**config.mk**
```make
export PLATFORM = sky130hd
export DESIGN_NAME = lcd_frame_streamer
export DESIGN_NICKNAME = d
export VERILOG_FILES = /design/src/rtl/lcd_pkg.sv /design/src/rtl/bin2ascii2.sv /design/src/rtl/lcd_frame_streamer.sv
export SDC_FILE = /design/constraint.sdc
export NUM_CORES = 1
export LEC_CHECK = 0
export CORE_ASPECT_RATIO = 0.9
export CORE_MARGIN = 1
export CORE_UTILIZATION = 45
export DETAILED_ROUTE_END_ITERATION = 10
export PLACE_DENSITY = 0.75
export SLEW_MARGIN = 10
export SYNTH_ARGS = -nofsm -noshare
export SYNTH_HDL_FRONTEND = slang
export SYNTH_SLANG_ARGS = --single-unit
```
**constraint.sdc**
```tcl
create_clock -name CLK -period 8.9 [get_ports CLK]
set_input_delay 1.335 -clock CLK [delete_from_list [all_inputs] [get_ports CLK]]
set_output_delay 1.335 -clock CLK [all_outputs]
set_load 0.05 [all_outputs]
```
**src/rtl/lcd_pkg.sv**
```systemverilog
// rtl/lcd_pkg.sv - mode codes, field/state enums, ASCII constants and mode helpers
package lcd_pkg;

    localparam logic [5:0] MODE_CUR_TIME          = 6'b000000;
    localparam logic [5:0] MODE_CUR_CTRL_TIME     = 6'b010000;
    localparam logic [5:0] MODE_CUR_CTRL_HOUR     = 6'b010011;
    localparam logic [5:0] MODE_CUR_CTRL_MIN      = 6'b010101;
    localparam logic [5:0] MODE_CUR_CTRL_SEC      = 6'b010111;
    localparam logic [5:0] MODE_CUR_CTRL_MERIDIAN = 6'b011001;
    localparam logic [5:0] MODE_CUR_CTRL_YEAR     = 6'b011011;
    localparam logic [5:0] MODE_CUR_CTRL_MONTH    = 6'b011101;
    localparam logic [5:0] MODE_CUR_CTRL_DAY      = 6'b011111;
    localparam logic [5:0] MODE_ALM_TIME          = 6'b100001;
    localparam logic [5:0] MODE_ALM_CTRL_TIME     = 6'b110001;
    localparam logic [5:0] MODE_ALM_CTRL_HOUR     = 6'b110011;
    localparam logic [5:0] MODE_ALM_CTRL_MIN      = 6'b110101;
    localparam logic [5:0] MODE_ALM_CTRL_SEC      = 6'b110111;

    localparam logic [7:0] ASCII_COLON = 8'h3A;
    localparam logic [7:0] ASCII_DASH  = 8'h2D;
    localparam logic [7:0] ASCII_A     = 8'h41;
    localparam logic [7:0] ASCII_P     = 8'h50;
    localparam logic [7:0] ASCII_L     = 8'h4C;
    localparam logic [7:0] ASCII_STAR  = 8'h2A;
    localparam logic [7:0] ASCII_BANG  = 8'h21;
    localparam logic [7:0] ASCII_ZERO  = 8'h30;

    typedef enum logic [2:0] {
        FIELD_NONE,
        FIELD_HOUR,
        FIELD_MIN,
        FIELD_SEC,
        FIELD_MERIDIAN,
        FIELD_YEAR,
        FIELD_MONTH,
        FIELD_DAY
    } field_e;

    typedef enum logic [1:0] {
        ST_IDLE,
        ST_LOAD,
        ST_SEND
    } state_e;

    typedef struct packed {
        logic [17:0] cur_time;
        logic [15:0] cur_date;
        logic [16:0] alm_time;
        logic [5:0]  mode;
        logic        alm_en;
        logic        alm_doing;
    } snap_t;

    function automatic field_e mode_field(input logic [5:0] mode);
        field_e f;
        case (mode)
            MODE_CUR_CTRL_HOUR, MODE_ALM_CTRL_HOUR: f = FIELD_HOUR;
            MODE_CUR_CTRL_MIN,  MODE_ALM_CTRL_MIN:  f = FIELD_MIN;
            MODE_CUR_CTRL_SEC,  MODE_ALM_CTRL_SEC:  f = FIELD_SEC;
            MODE_CUR_CTRL_MERIDIAN:                 f = FIELD_MERIDIAN;
            MODE_CUR_CTRL_YEAR:                     f = FIELD_YEAR;
            MODE_CUR_CTRL_MONTH:                    f = FIELD_MONTH;
            MODE_CUR_CTRL_DAY:                      f = FIELD_DAY;
            MODE_CUR_TIME, MODE_CUR_CTRL_TIME,
            MODE_ALM_TIME, MODE_ALM_CTRL_TIME:      f = FIELD_NONE;
            default:                                f = FIELD_NONE;
        endcase
        return f;
    endfunction

    // Unlisted codes fall back to the current-time layout even with MODE[5] set.
    function automatic logic is_alarm_layout(input logic [5:0] mode);
        logic a;
        case (mode)
            MODE_ALM_TIME, MODE_ALM_CTRL_TIME, MODE_ALM_CTRL_HOUR,
            MODE_ALM_CTRL_MIN, MODE_ALM_CTRL_SEC: a = 1'b1;
            default:                              a = 1'b0;
        endcase
        return a;
    endfunction

endpackage

```
**src/rtl/bin2ascii2.sv**
```systemverilog
// rtl/bin2ascii2.sv - 7-bit binary to two ASCII decimal digits, clamped to "99"
module bin2ascii2
    import lcd_pkg::*;
(
    input  logic [6:0] value,
    output logic [7:0] tens,
    output logic [7:0] ones
);

    logic [6:0] t;
    logic [6:0] o;

    always_comb begin
        t = 7'd9;
        o = 7'd9;
        if (value < 7'd100) begin
            t = value / 7'd10;
            o = value - 7'(t * 7'd10);
        end
        tens = ASCII_ZERO + {1'b0, t};
        ones = ASCII_ZERO + {1'b0, o};
    end

endmodule

```
**src/rtl/lcd_frame_streamer.sv**
```systemverilog
// rtl/lcd_frame_streamer.sv - builds the clock display frame and streams it char by char
module lcd_frame_streamer
    import lcd_pkg::*;
#(
    parameter int         COLS       = 16,
    parameter int         LINES      = 2,
    parameter int         BLINK_DIV  = 25_000_000,
    parameter logic [7:0] BLANK_CHAR = 8'h20
) (
    input  logic        CLK,
    input  logic        RESETN,
    input  logic [17:0] CURRENT_TIME,
    input  logic [15:0] CURRENT_DATE,
    input  logic [16:0] ALARM_TIME,
    input  logic [5:0]  MODE,
    input  logic        ALARM_ENABLE,
    input  logic        ALARM_DOING,
    output logic        OUT_VALID,
    input  logic        OUT_READY,
    output logic [7:0]  OUT_CHAR,
    output logic [((LINES > 1) ? $clog2(LINES) : 1)-1:0] OUT_ROW,
    output logic [((COLS > 1) ? $clog2(COLS) : 1)-1:0]   OUT_COL,
    output logic        OUT_LAST
);

    localparam int ROW_W = (LINES > 1) ? $clog2(LINES) : 1;
    localparam int COL_W = (COLS > 1) ? $clog2(COLS) : 1;
    localparam int CNT_W = $clog2(BLINK_DIV);

    state_e           state_q, state_d;
    snap_t            live, snap;
    logic             snap_phase;
    logic             force_q;
    logic             phase_q;
    logic [CNT_W-1:0] blink_cnt;
    logic [5:0]       mode_prev;
    logic             mode_changed, phase_eff, changed;
    logic             take_snap, load_out, advance, finish;

    logic [ROW_W-1:0] lk_row;
    logic [COL_W-1:0] lk_col;
    int               lk_r, lk_c;
    logic             lk_last;
    logic [7:0]       lk_char;
    field_e           lk_fld, blink_fld;

    logic             alm_layout;
    logic [4:0]       src_hour;
    logic [5:0]       src_min, src_sec;
    logic [6:0]       year_full, yy;
    logic [7:0]       hh_t, hh_o, mm_t, mm_o, ss_t, ss_o;
    logic [7:0]       yy_t, yy_o, mo_t, mo_o, dd_t, dd_o;
    logic [7:0]       flag_char;

    assign live = {CURRENT_TIME, CURRENT_DATE, ALARM_TIME, MODE, ALARM_ENABLE, ALARM_DOING};

    // A mode change forces the visible phase in the same cycle it is snapshotted.
    assign mode_changed = (MODE != mode_prev);
    assign phase_eff    = mode_changed | phase_q;
    assign changed      = force_q | (live != snap) | (phase_eff != snap_phase);

    always_ff @(posedge CLK) begin
        if (!RESETN) begin
            blink_cnt <= '0;
            phase_q   <= 1'b1;
            mode_prev <= MODE;
        end else begin
            mode_prev <= MODE;
            if (mode_changed) begin
                blink_cnt <= '0;
                phase_q   <= 1'b1;
            end else if (blink_cnt == CNT_W'(BLINK_DIV - 1)) begin
                blink_cnt <= '0;
                phase_q   <= ~phase_q;
            end else begin
                blink_cnt <= blink_cnt + 1'b1;
            end
        end
    end

    always_ff @(posedge CLK) begin
        if (!RESETN) begin
            state_q <= ST_IDLE;
        end else begin
            state_q <= state_d;
        end
    end

    always_comb begin
        state_d   = state_q;
        take_snap = 1'b0;
        load_out  = 1'b0;
        advance   = 1'b0;
        finish    = 1'b0;
        case (state_q)
            ST_IDLE: begin
                if (changed) begin
                    state_d   = ST_LOAD;
                    take_snap = 1'b1;
                end
            end
            ST_LOAD: begin
                state_d  = ST_SEND;
                load_out = 1'b1;
            end
            ST_SEND: begin
                if (OUT_READY) begin
                    if (OUT_LAST) begin
                        state_d = ST_IDLE;
                        finish  = 1'b1;
                    end else begin
                        advance = 1'b1;
                    end
                end
            end
            default: state_d = ST_IDLE;
        endcase
    end

    assign OUT_VALID = (state_q == ST_SEND);

    // Lookup runs one position ahead so the registered outputs hold the current char.
    always_comb begin
        lk_row = OUT_ROW;
        lk_col = OUT_COL + 1'b1;
        if (state_q == ST_LOAD) begin
            lk_row = '0;
            lk_col = '0;
        end else if (OUT_COL == COL_W'(COLS - 1)) begin
            lk_row = OUT_ROW + 1'b1;
            lk_col = '0;
        end
    end

    assign lk_r    = int'(lk_row);
    assign lk_c    = int'(lk_col);
    assign lk_last = (lk_row == ROW_W'(LINES - 1)) && (lk_col == COL_W'(COLS - 1));

    assign alm_layout = is_alarm_layout(snap.mode);
    assign src_hour   = alm_layout ? snap.alm_time[16:12] : snap.cur_time[16:12];
    assign src_min    = alm_layout ? snap.alm_time[11:6]  : snap.cur_time[11:6];
    assign src_sec    = alm_layout ? snap.alm_time[5:0]   : snap.cur_time[5:0];
    assign year_full  = snap.cur_date[15:9];
    assign yy         = (year_full >= 7'd100) ? (year_full - 7'd100) : year_full;
    assign blink_fld  = snap_phase ? FIELD_NONE : mode_field(snap.mode);
    assign flag_char  = snap.alm_doing ? ASCII_BANG : (snap.alm_en ? ASCII_STAR : BLANK_CHAR);

    bin2ascii2 u_hh (.value({2'b00, src_hour}),          .tens(hh_t), .ones(hh_o));
    bin2ascii2 u_mm (.value({1'b0, src_min}),            .tens(mm_t), .ones(mm_o));
    bin2ascii2 u_ss (.value({1'b0, src_sec}),            .tens(ss_t), .ones(ss_o));
    bin2ascii2 u_yy (.value(yy),                         .tens(yy_t), .ones(yy_o));
    bin2ascii2 u_mo (.value({3'b000, snap.cur_date[8:5]}), .tens(mo_t), .ones(mo_o));
    bin2ascii2 u_dd (.value({2'b00, snap.cur_date[4:0]}),  .tens(dd_t), .ones(dd_o));

    always_comb begin
        lk_char = BLANK_CHAR;
        lk_fld  = FIELD_NONE;
        if (lk_r == 0) begin
            if (alm_layout) begin
                case (lk_c)
                    0:  lk_char = ASCII_A;
                    1:  lk_char = ASCII_L;
                    3:  begin lk_char = hh_t; lk_fld = FIELD_HOUR; end
                    4:  begin lk_char = hh_o; lk_fld = FIELD_HOUR; end
                    5:  lk_char = ASCII_COLON;
                    6:  begin lk_char = mm_t; lk_fld = FIELD_MIN; end
                    7:  begin lk_char = mm_o; lk_fld = FIELD_MIN; end
                    8:  lk_char = ASCII_COLON;
                    9:  begin lk_char = ss_t; lk_fld = FIELD_SEC; end
                    10: begin lk_char = ss_o; lk_fld = FIELD_SEC; end
                    12: lk_char = flag_char;
                    default: lk_char = BLANK_CHAR;
                endcase
            end else begin
                case (lk_c)
                    0:  begin
                            lk_char = snap.cur_time[17] ? ASCII_P : ASCII_A;
                            lk_fld  = FIELD_MERIDIAN;
                        end
                    2:  begin lk_char = hh_t; lk_fld = FIELD_HOUR; end
                    3:  begin lk_char = hh_o; lk_fld = FIELD_HOUR; end
                    4:  lk_char = ASCII_COLON;
                    5:  begin lk_char = mm_t; lk_fld = FIELD_MIN; end
                    6:  begin lk_char = mm_o; lk_fld = FIELD_MIN; end
                    7:  lk_char = ASCII_COLON;
                    8:  begin lk_char = ss_t; lk_fld = FIELD_SEC; end
                    9:  begin lk_char = ss_o; lk_fld = FIELD_SEC; end
                    12: lk_char = flag_char;
                    default: lk_char = BLANK_CHAR;
                endcase
            end
        end else if (lk_r == 1 && !alm_layout) begin
            case (lk_c)
                0:  lk_char = ASCII_ZERO + 8'd2;
                1:  lk_char = ASCII_ZERO;
                2:  begin lk_char = yy_t; lk_fld = FIELD_YEAR; end
                3:  begin lk_char = yy_o; lk_fld = FIELD_YEAR; end
                4:  lk_char = ASCII_DASH;
                5:  begin lk_char = mo_t; lk_fld = FIELD_MONTH; end
                6:  begin lk_char = mo_o; lk_fld = FIELD_MONTH; end
                7:  lk_char = ASCII_DASH;
                8:  begin lk_char = dd_t; lk_fld = FIELD_DAY; end
                9:  begin lk_char = dd_o; lk_fld = FIELD_DAY; end
                default: lk_char = BLANK_CHAR;
            endcase
        end
        if (lk_fld != FIELD_NONE && lk_fld == blink_fld) begin
            lk_char = BLANK_CHAR;
        end
    end

    always_ff @(posedge CLK) begin
        if (!RESETN) begin
            snap       <= '0;
            snap_phase <= 1'b1;
            force_q    <= 1'b1;
            OUT_CHAR   <= BLANK_CHAR;
            OUT_ROW    <= '0;
            OUT_COL    <= '0;
            OUT_LAST   <= 1'b0;
        end else begin
            if (take_snap) begin
                snap       <= live;
                snap_phase <= phase_eff;
                force_q    <= 1'b0;
            end
            if (load_out || advance) begin
                OUT_CHAR <= lk_char;
                OUT_ROW  <= lk_row;
                OUT_COL  <= lk_col;
                OUT_LAST <= lk_last;
            end else if (finish) begin
                OUT_LAST <= 1'b0;
            end
        end
    end

endmodule

```
==> results list, run 1 <==
- Starting Density: 45.8%
* Number of distinct library cells after synthesis: 96
- Compared with the post-synthesis result, the final layout area differs by 13.7%.
- After detailed routing, no signal wire sits above met5.
- The die covers 20900 sq um.
- Prior to clock tree synthesis, the placed netlist has a worst setup slack of 0.963 ns.
- Max-cap violations in this run came to 0.
- The worst setup path is launched from a flip-flop.
- The flow ran to the end, but the final reports show violations.
- # port buffers: 76
- The synthesized design contains 0 enable-type register cells.
* Vias after detailed routing: 9046
- Hold/Removal Path Class: flip-flop to flip-flop
* Cell area after synthesis: 9130 sq um
- Antenna viol nets, final: 0
- Highest Clock Rate: 122 MHz
- After global routing the overflow that remains totals 0.
- PD cells: 170 nW/um^2
- Violated checks: DRC
- Average cell area after synthesis: 7.91 sq um
- Register bit count reported by yosys: 112
- sky130_fd_sc_hd__dfxtp_1 takes more of the synthesized area than any other cell.
- The first detailed-routing pass took 10 iterations.
- After Yosys synthesis, full adders, half adders and majority gates account for 9.01% of the synthesized area.
- Count of antenna diodes in the layout: 0
* Async SR Flop Fraction: 0%
* Warning count from the yosys run: 0
* Share of the synthesized area in compound gates (AO/OA/AOI/OAI): 21.0%
- Global Route Usage Sum: 27.1%
* Setup crit end kind: flip-flop
* Area share of and/or/nand/nor cells after synthesis: 22.9%
* Number of design rule violations left after detail routing: 3
- STA puts the critical path data required time at 9.20 ns.
- The floorplan step set the die width to 152 um.
- After detailed routing, the average wire length per cell comes to 19.3 um.
* Leak Pwr: 0.00413 uW
- Entering global routing, the biggest net connects 70 pins.
- The initial antenna violation count is 1.
* Setup TNS: 0 ns
- Leading cell types in the layout, fill and taps excluded: 159 x sky130_fd_sc_hd__nor2_1, 112 x sky130_fd_sc_hd__dfxtp_1, 76 x sky130_fd_sc_hd__clkdlybuf4s50_1
- In this design, the critical path's most frequently occurring cell is sky130_fd_sc_hd__ha_1.
* Clock sinks: 112
* Fraction of layout cells with a size suffix above 1: 5.48%
- The number of clock buffers added by TritonCTS is 9.
- The final hold violation count was 0.
* Portion of synthesized cell area occupied by the leading cell type: 24.6%
- Worst-case clock buffer depth: 2
* Max H-tree Level: 3
- The largest single stage delay on the critical path is 0.71 ns.
- TritonCTS built the clock tree.
- The core region is 19900 sq um.
- The net count of the finished layout is 1321.
- Worst Skew: 0.0100 ns
- Dominant cells by area after synthesis: sky130_fd_sc_hd__dfxtp_1 25%, sky130_fd_sc_hd__ha_1 7.3%, sky130_fd_sc_hd__mux2i_1 7.1%
* Gate count after technology mapping: 1154
- Setup violations remaining at the end of the flow were counted as 0.
- At the pin with the least slew margin, the transition time is 1.09 ns.
- When the netlist entered floorplanning its net count stood at 1276.
- The detailed router put a total of 12.3 mm of wire on met1.
- IO Count: 77
* Largest vdd supply drop: 0.129 mV
* Number of global-route vias before repair: 8275
- Routability cong.: 0.981
- After layout, the worst path uses 92.4% of the clock period.
- Post-synthesis sequential area ratio: 24.6%
- In this run, the number of DRC markers left after iteration 0 of detailed routing was 870.
- Most frequent standard cell in the layout excluding fill and tap cells: sky130_fd_sc_hd__nor2_1
* Final count of pins violating max slew: 0
* CTS Root Cell: sky130_fd_sc_hd__clkbuf_16
- Count of instances resized after the clock tree is built: 0
* Data arrival at the endpoint of the critical path: 8.53 ns
- Wire segments on met2 add up to 12.4 mm in the final route.
* Predominant post-synthesis flop cell: sky130_fd_sc_hd__dfxtp_1
* Global-route wire length before repair: 44.5 mm
- Largest family of logic cells by synthesized area: simple AND/OR/NAND/NOR gates
- Worst slew margin relative to its limit: 27.2%
- The slowest stage of the critical path belongs to the cell sky130_fd_sc_hd__nor2_1.
* Clock Latency Late Sink: 0.37 ns
* Slack of the critical path: 0.673 ns
- Detailed placement finished with a half-perimeter wire length of 21.6 mm.
- Worst R2R Setup Slack: 0.67 ns
- Detailed-routed wire length on met3: 2.73 mm
* Row Count: 49
- Maximum fanout along the worst path: 17
- After detailed routing, the number of vias per cell comes to 6.20.
* Category of the most critical setup path: flip-flop to flip-flop
- Y dimension of the die: 137 um
* Post-Route WL: 28.2 mm
* Share of cell area taken by muxes after synthesis: 7.25%
- Final min period: 8.23 ns
- Clock Pin Slew Worst Setup and Hold Paths: 0.09 ns
- After clock tree synthesis, the flow added hold-fix buffers numbering 0.
- Setup repair after global routing left no endpoint under its margin.
- Xor-xnor portion of the synthesized cell area: 9.47%
* Setup Buffers After CTS: 0
## critical path: cells and delay by family, from the launching register on
family | cells | cell delay, ns
AO/OA/AOI/OAI | 15 | 3.12
AND/OR/NAND/NOR | 10 | 2.05
adder cells (fa/ha/maj) | 7 | 1.78
buffers and inverters | 3 | 0.54
flip-flops | 1 | 0.42
multiplexers | 1 | 0.26
## layout make-up
class / count / area, sq um
clock buffer: 9 / 225
timing repair buffer: 87 / 843
inverter: 77 / 289
tap: 255 / 319
clock inverter: 7 / 97.6
multi-input combinational: 912 / 6360
fill: 1881 / 9550
sequential: 112 / 2240
## metal layers
metal	up-vias	track usage, %
li1	4275	-
met1	4239	36.2
met2	467	43.6
met3	63	5.86
met4	2	8.33
met5	-	0
## registers in the layout, summed over array words and instances, names as in the netlist, named ones only
name / flops
OUT_CHAR: 8
state_q: 2
OUT_ROW: 1
snap: 59
blink_cnt: 25
OUT_LAST: 1
mode_prev: 6
snap_phase: 1
force_q: 1
OUT_COL: 4
phase_q: 1
## cells in the mapped netlist, types with 23 or more instances
| cell type | instances |
|---|---|
| sky130_fd_sc_hd__a21oi_1 | 46 |
| sky130_fd_sc_hd__clkbuf_1 | 32 |
| sky130_fd_sc_hd__dfxtp_1 | 112 |
| sky130_fd_sc_hd__ha_1 | 53 |
| sky130_fd_sc_hd__inv_1 | 75 |
| sky130_fd_sc_hd__mux2i_1 | 65 |
| sky130_fd_sc_hd__nand2_1 | 54 |
| sky130_fd_sc_hd__nand3_1 | 36 |
| sky130_fd_sc_hd__nor2_1 | 159 |
| sky130_fd_sc_hd__nor3_1 | 33 |
| sky130_fd_sc_hd__nor4_1 | 23 |
| sky130_fd_sc_hd__o21ai_0 | 42 |
| sky130_fd_sc_hd__xnor2_1 | 39 |
| sky130_fd_sc_hd__xor2_1 | 56 |
## final timing paths
| check | endpoint | start | depth (start not counted) |
|---|---|---|---|
| worst min-delay path | force_q | force_q | 2 |
| worst min register to register | force_q | force_q | 2 |
| worst max register to register | OUT_CHAR[7] | snap[6] | 36 |
| worst max-delay path | OUT_CHAR[7] | snap[6] | 36 |
## per-stage QoR
stage / power [uW] / instance area, sq um / hold slack, ns / utilization, % / instances
after CTS: 1760 / 10400 / 0.451 / 52.1 / 1459
after detailed placement: 1310 / 10100 / 0.437 / 50.5 / 1443
after global placement: 1300 / 10100 / 0.430 / 50.5 / 1443
after floorplan: 1110 / 9130 / 0.423 / - / 1154
final: 1770 / 10400 / 0.451 / 52.1 / 1459
after global routing: 1870 / 10400 / 0.487 / 52.1 / 1459
## where the power goes
group          internal [uW]  total, uW  switching (uW)
Combinational            307        736             429
Clock                    207        444             237
Sequential               534        588            54.0
Total                   1050       1770             720
## cell families after synthesis
family,after synthesis
AO/OA/AOI/OAI,267
buffers and inverters,130
adder cells (fa/ha/maj),62
multiplexers,66
flip-flops,112
XOR/XNOR,97
AND/OR/NAND/NOR,420
Power figures use the tool's default switching activity.
==> run 2, diff against run 1 <==
Settings changed: ABC_AREA set to 0, CORE_ASPECT_RATIO 0.9 to 1.4, TNS_END_PERCENT set to 5.
==> results list, run 2 (synthesis results as in run 1) <==
- The cell that appears most often on the critical path is sky130_fd_sc_hd__ha_1.
- The number of remaining DRC errors is 0 (-3).
- The largest fanout on the critical path came to 11 (-6).
- Routed wirelength normalized by instance count: 19.8 um (+2.3%)
- In this run the worst setup path terminates at OUT_CHAR[6].
- Leak Pwr: 0.00413 uW (about the same)
- Clock Latency Late Sink: 0.36 ns (about the same)
- The setup total negative slack came to 0 ns (unchanged).
- The worst path required time is 9.12 ns (-0.08 ns).
* Count of antenna diodes in the layout: 0 (unchanged)
* Origin of the critical flop-to-flop path: snap[2]
- Total of fill cells in the finished design: 1930 (+2.6%)
* CTS Root Cell: sky130_fd_sc_hd__clkbuf_16
* Top register by number of flip-flops: snap
- Number of buffers inserted by hold repair at cts: 0 (unchanged)
- The endpoint identified for the worst register-to-register timing path is OUT_CHAR[6].
- Unrepaired setup endpoints after global routing: no
- The total of max-cap violations came to 0 (unchanged).
- The tightest min-delay check is of the flip-flop to flip-flop type.
- Clock tree from TritonCTS: done
- Most frequent standard cell in the layout excluding fill and tap cells: sky130_fd_sc_hd__nor2_1
- The number of cells traversed by the worst register-to-register path was 33 (-8.3%).
- Setup crit end kind: flip-flop
* Startpoint class of the critical path: flip-flop
- Via density per instance: 6.20 (about the same)
- The post-detailed-placement cell area was 10100 sq um (about the same).
- # port buffers: 76 (unchanged)
- The setup clock skew after layout is 0.00943 ns (-0.000617 ns).
* Area of the multi-input gates: 6360 sq um (unchanged)
- The flip-flop count of the largest register after layout was 59 (unchanged).
- The final clock period utilization by the worst path is 87.4% (-5.0 points).
- The initial antenna violation count was 0 (-1).
- The count of pins over their slew limit was 0 (unchanged).
- The transition at the pin with the smallest max-transition slack is 0.915 ns (-0.177 ns).
* Initial DRT Pass Iterations: 6 (-4)
- Vias after detailed routing: 9030 (-0.18%)
- Met1 WL: 11.5 mm (-6.5%)
* Fraction of layout cells with a size suffix above 1: 5.48% (unchanged)
- Die area: 20900 sq um (about the same)
* Largest vdd supply drop: 0.121 mV (-6.4%)
- The core box area came to 19800 sq um (-0.41%).
- Total setup violations reported at the end of the flow: 0 (unchanged)
- Category of the most critical setup path: flip-flop to flip-flop
- Tracing the worst setup path back leads to its startpoint at snap[2].
* Antenna viol nets, final: 0 (unchanged)
* Number of global-route vias before repair: 8620 (+4.2%)
* Top metal layer carrying routed signals: met4
- The number of nets in the layout is 1321 (unchanged).
- Highest Clock Rate: 128 MHz (+5.7%)
- The H-tree depth is 3 (unchanged).
- Cell type of the slowest stage on the worst timing path: sky130_fd_sc_hd__a31oi_1
- The delay of the slowest cell on the worst path is 0.64 ns (-0.07 ns).
* Final min period: 7.78 ns (-0.444 ns)
- Core occupancy in the finished layout: 52.2% (+0.14 points)
- Detailed placer's ending HPWL: 22.5 mm (+4.5%)
- The number of buffers inserted by post-CTS setup repair was 0 (unchanged).
- Clock Pin Slew Worst Setup and Hold Paths: 0.08 ns (about the same)
- Global route total overflow: 0 (unchanged)
- Routability cong.: 1.00 (+2.2%)
- Detailed-routed wire length on met3: 2.08 mm (-24%)
- Post-route cell area: 10400 sq um (-0.15%)
- The number of buffers on the longest clock path is 2 (unchanged).
* Final hold vios: 0 (unchanged)
* Number of CTS-inserted buffers: 9 (unchanged)
- The run finished with clean final reports.
* Maximum number of pins on one net before global-route repair: 70 (unchanged)
* Post-Route WL: 28.8 mm (+2.1%)
- Number of violations reported at the end of detailed-routing iteration 0: 716 (-18%)
- Syn-to-layout area delta: 13.5%
- Data arrival at the endpoint of the critical path: 8.00 ns (-0.53 ns)
- The I/O pin count came to 77 (unchanged).
- The starting density of the core is 46.0% (+0.19 points).
- Global Route Usage Sum: 28.1% (+1.0 points)
- The overall die height is 171 um (+24%).
* Worst R2R Setup Slack: 1.12 ns (+0.44 ns)
* Leading cell types in the layout, fill and taps excluded: 159 x sky130_fd_sc_hd__nor2_1, 112 x sky130_fd_sc_hd__dfxtp_1, 76 x sky130_fd_sc_hd__clkdlybuf4s50_1
* PnR Total Power: 1740 uW (-1.4%)
- The standard-cell row count came to 61 (+24%).
* Count of instances resized after the clock tree is built: 0 (unchanged)
- In the final layout, the registers with the most flip-flops are snap (59), blink_cnt (25), OUT_CHAR (8).
* Global-route wire length before repair: 45.4 mm (+2.0%)
- The die outline width is 122 um (-20%).
- PD cells: 168 nW/um^2 (-1.2%)
- The clock sink count is 112 (unchanged).
- Worst slew margin relative to its limit: 38.6% (+11 points)
- Met2 Wirelength: 13.5 mm (+8.6%)
- The register cell area after layout is 2240 sq um (unchanged).
[run 2: worst min path at each step]
stage	start	end	slack, ns	cells past startpoint
2_1_floorplan	force_q	force_q	0.42	2
3_3_place_gp	force_q	force_q	0.43	2
3_5_place_dp	force_q	force_q	0.44	2
4_1_cts	force_q	force_q	0.45	2
5_1_grt	OUT_CHAR[4]	OUT_CHAR[4]	0.48	2
6_report	force_q	force_q	0.45	2
[run 2: per-stage QoR]
step | hold slack, ns | cells | worst slack [ns]
detailed placement | 0.439 | 1440 | 1.27
floorplan | 0.423 | 1154 | 2.28
global placement | 0.430 | 1440 | 1.62
CTS | 0.452 | 1456 | 1.22
global route | 0.478 | 1456 | 0.468
finish | 0.451 | 1456 | 1.12
[run 2: where the power goes]
group	switching, uW	internal, uW	total, uW
registers	56.2	533	590
logic	425	308	733
clock network	213	208	421
total	694	1050	1740
[run 2: layout make-up]
cell class,count,share of cell area [%]
Clock buffer,10,2.31
Clock inverter,6,0.700
Inverter,77,2.79
Multi-Input combinational cell,912,61.4
Sequential cell,112,21.6
Tap cell,252,3.04
Timing Repair Buffer,87,8.14
[run 2: per-layer routing]
| layer | track usage, % | vias up |
|---|---|---|
| met5 | 0 | - |
| met4 | 16.3 | 0 |
| met3 | 4.63 | 111 |
| met2 | 47.6 | 423 |
| met1 | 33.1 | 4224 |
| li1 | - | 4272 |
[run 2: worst max-delay path, delay by kind of cell, from the launching register on]
family          cells  cell delay [ns]
compound gates     14             3.39
xor+xnor            2             0.39
fa+ha+maj           7             1.79
buf+inv             3             0.28
flops               1             0.41
mux                 1             0.32
simple gates        6             1.08
==> run 3, diff against run 2 <==
Settings changed: RECOVER_POWER set to 25.
==> results list, run 3 (synthesis results as in run 1) <==
* Routed wirelength normalized by instance count: 19.7 um (-0.18%)
- Chip Width: 122 um (unchanged)
* # port buffers: 76 (unchanged)
- Leak Pwr: 0.00417 uW (+1.0%)
* PD cells: 168 nW/um^2 (about the same)
* Post-Route Hold Slack: 0.451 ns (-0.00000500 ns)
* Worst Skew: 0.00940 ns (-0.0000335 ns)
- The relative area change from synthesis to final layout came to 13.5% (about the same).
- Clock sinks: 112 (unchanged)
- Number of violations reported at the end of detailed-routing iteration 0: 701 (-2.1%)
* Depth of the worst register-to-register path: 33 (unchanged)
- The library cells used most frequently in the layout, excluding fill and tap cells, are 159 x sky130_fd_sc_hd__nor2_1, 112 x sky130_fd_sc_hd__dfxtp_1, 76 x sky130_fd_sc_hd__inv_1.
* Final hold vios: 0 (unchanged)
- The clock input transition at the sequential cells of the worst setup and hold paths is 0.08 ns (about the same).
- The global-route congestion overflow total is 0 (unchanged).
* Setup crit end kind: flip-flop
- Highest Clock Rate: 127 MHz (-1.4%)
- Biggest registers after layout: snap (59), blink_cnt (25), OUT_CHAR (8)
* Number of buffers inserted by hold repair at cts: 0 (unchanged)
- The final wirelength came to 28.7 mm (-0.18%).
* Worst slew margin relative to its limit: -113% (-150 points)
* Core occupancy in the finished layout: 52.2% (about the same)
* Final min period: 7.89 ns (+0.107 ns)
- Startpoint class of the critical path: flip-flop
- The clock latency reported for the late side of the worst-skew pair came to 0.36 ns (about the same).
- Worst R2R Setup Slack: 1.01 ns (-0.11 ns)
* Vias after detailed routing: 9039 (+0.10%)
- The maximum VDD drop was 0.121 mV (-0.14%).
- The H-tree depth is 3 (unchanged).
- Endpoint of the worst-slack reg-to-reg timing path: OUT_CHAR[6]
* Data arrival at the endpoint of the critical path: 8.01 ns (about the same)
* Worst hold path startpoint: force_q
* Share of the clock period used by the worst path after layout: 88.6% (+1.2 points)
- The floorplan die area is 20900 sq um (unchanged).
- Clock tree from TritonCTS: done
* Count of antenna diodes in the layout: 0 (unchanged)
- For this design, the slowest cell found on the critical path is sky130_fd_sc_hd__a31oi_1.
- The depth of the critical timing path with buffers and inverters included is 33 (unchanged).
- Number of buffer and inverter instances along the worst setup path: 3 (unchanged)
- The number of nets in the layout was 1321 (unchanged).
* Setup TNS: 0 ns (unchanged)
- The number of buffers inserted during clock tree synthesis was 9 (unchanged).
- Count of maximum capacitance violations: 1 (+1)
- Most frequent standard cell in the layout excluding fill and tap cells: sky130_fd_sc_hd__nor2_1
- Detailed placer's ending HPWL: 22.5 mm (unchanged)
- Core area: 19800 sq um (unchanged)
* CP Data Required Time: 9.02 ns (-0.10 ns)
* Starting Density: 46.0% (unchanged)
* Count of instances resized after the clock tree is built: 0 (unchanged)
- IO Count: 77 (unchanged)
- The checks that failed: capacitance limit, slew limit.
- Unrepaired setup endpoints after global routing: no
* Top metal layer carrying routed signals: met4
- The number of instances on the worst hold path was 2 (unchanged).
* Routability cong.: 1.00 (unchanged)
* Category of the most critical setup path: flip-flop to flip-flop
- Row Count: 61 (unchanged)
* Initial DRT Pass Iterations: 6 (unchanged)
* Met1 WL: 11.4 mm (-0.54%)
* Hold/Removal Path Class: flip-flop to flip-flop
- Y dimension of the die: 171 um (unchanged)
- Clock tree synthesis selected as its root buffer the cell sky130_fd_sc_hd__clkbuf_16.
- The total routing resource utilization after global routing is 28.1% (unchanged).
- The flip-flop count of the largest register after layout was 59 (unchanged).
- Outcome: finished with violations
* Origin of the critical flop-to-flop path: snap[2]
- The count of pins over their slew limit was 70 (+70).
- The number of global-route vias before repair is 8620 (unchanged).
- Via density per instance: 6.21 (about the same)
* Global-route wire length before repair: 45.4 mm (unchanged)
- Measured slew at the worst slew-check pin: 3.20 ns (+2.29 ns)
* Largest stage delay on the critical path: 0.65 ns (about the same)
- The number of buffers inserted by post-CTS setup repair is 0 (unchanged).
* Number of design rule violations left after detail routing: 0 (unchanged)
* Fraction of layout cells with a size suffix above 1: 5.32% (-0.17 points)
* Top register by number of flip-flops: snap
- The maximum number of pins on one net before global-route repair was 70 (unchanged).
- The initial antenna violation count was 0 (unchanged).
* Library cell appearing most often on the critical path: sky130_fd_sc_hd__ha_1
* Detailed-routed wire length on met3: 2.12 mm (+1.7%)
* Worst-case clock buffer depth: 2 (unchanged)
- The largest fanout on the critical path came to 11 (unchanged).
- The number of setup violations in the final report is 0 (unchanged).
- Met2 Wirelength: 13.4 mm (-0.53%)
- The number of routed nets with antenna violations was 0 (unchanged).
- Terminating pin of the worst hold path: force_q
* CP delay by family, top: compound AO/OA/AOI/OAI gates
-- run 3: worst max-delay path by stage --
| stage | from | endpoint | slack (ns) |
|---|---|---|---|
| 2_1_floorplan | snap[6] | OUT_CHAR[6] | 2.28 |
| 3_3_place_gp | snap[6] | OUT_CHAR[6] | 1.62 |
| 3_5_place_dp | snap[2] | OUT_CHAR[6] | 1.27 |
| 4_1_cts | snap[2] | OUT_CHAR[6] | 1.22 |
| 5_1_grt | snap[2] | OUT_CHAR[6] | 0.36 |
| 6_report | snap[2] | OUT_CHAR[6] | 1.01 |
-- run 3: routing by layer --
metal / GRT usage [%] / up-vias
li1: - / 4274
met1: 33.1 / 4215
met2: 47.6 / 439
met3: 4.63 / 111
met4: 16.3 / 0
met5: 0 / -
-- run 3: per-stage QoR --
stage	total power, uW	worst slack (ns)	cell area [sq um]	std cells
2_1_floorplan	1110	2.28	9130	1154
3_3_place_gp	1310	1.62	10100	1440
3_5_place_dp	1320	1.27	10100	1440
4_1_cts	1740	1.22	10400	1456
5_1_grt	1840	0.360	10400	1456
6_report	1740	1.01	10400	1456
-- run 3: cell type report --
type	count	area, sq um
fill	1932	9480
multi-input combinational	912	6360
sequential	112	2240
timing repair buffer	87	840
tap	252	315
inverter	77	289
clock buffer	10	239
clock inverter	6	72.6
-- run 3: power breakdown --
part | leakage [uW] | switching [uW] | internal (uW) | total [uW]
clock | 0.000153 | 212 | 208 | 421
combinational | 0.00310 | 425 | 307 | 731
sequential | 0.000919 | 56.2 | 534 | 590
total | 0.00417 | 694 | 1050 | 1740
-- run 3: worst register-to-register path: cells and delay by family (launching register included) --
| kind | cells | cell delay, ns |
|---|---|---|
| AOI/OAI and AO/OA | 14 | 3.41 |
| DFF | 1 | 0.41 |
| xor gates and xnor gates | 2 | 0.39 |
| adders and majority gates | 7 | 1.79 |
| muxes | 1 | 0.32 |
| and+or+nand+nor | 6 | 1.08 |
| buffers and inverters | 3 | 0.28 |
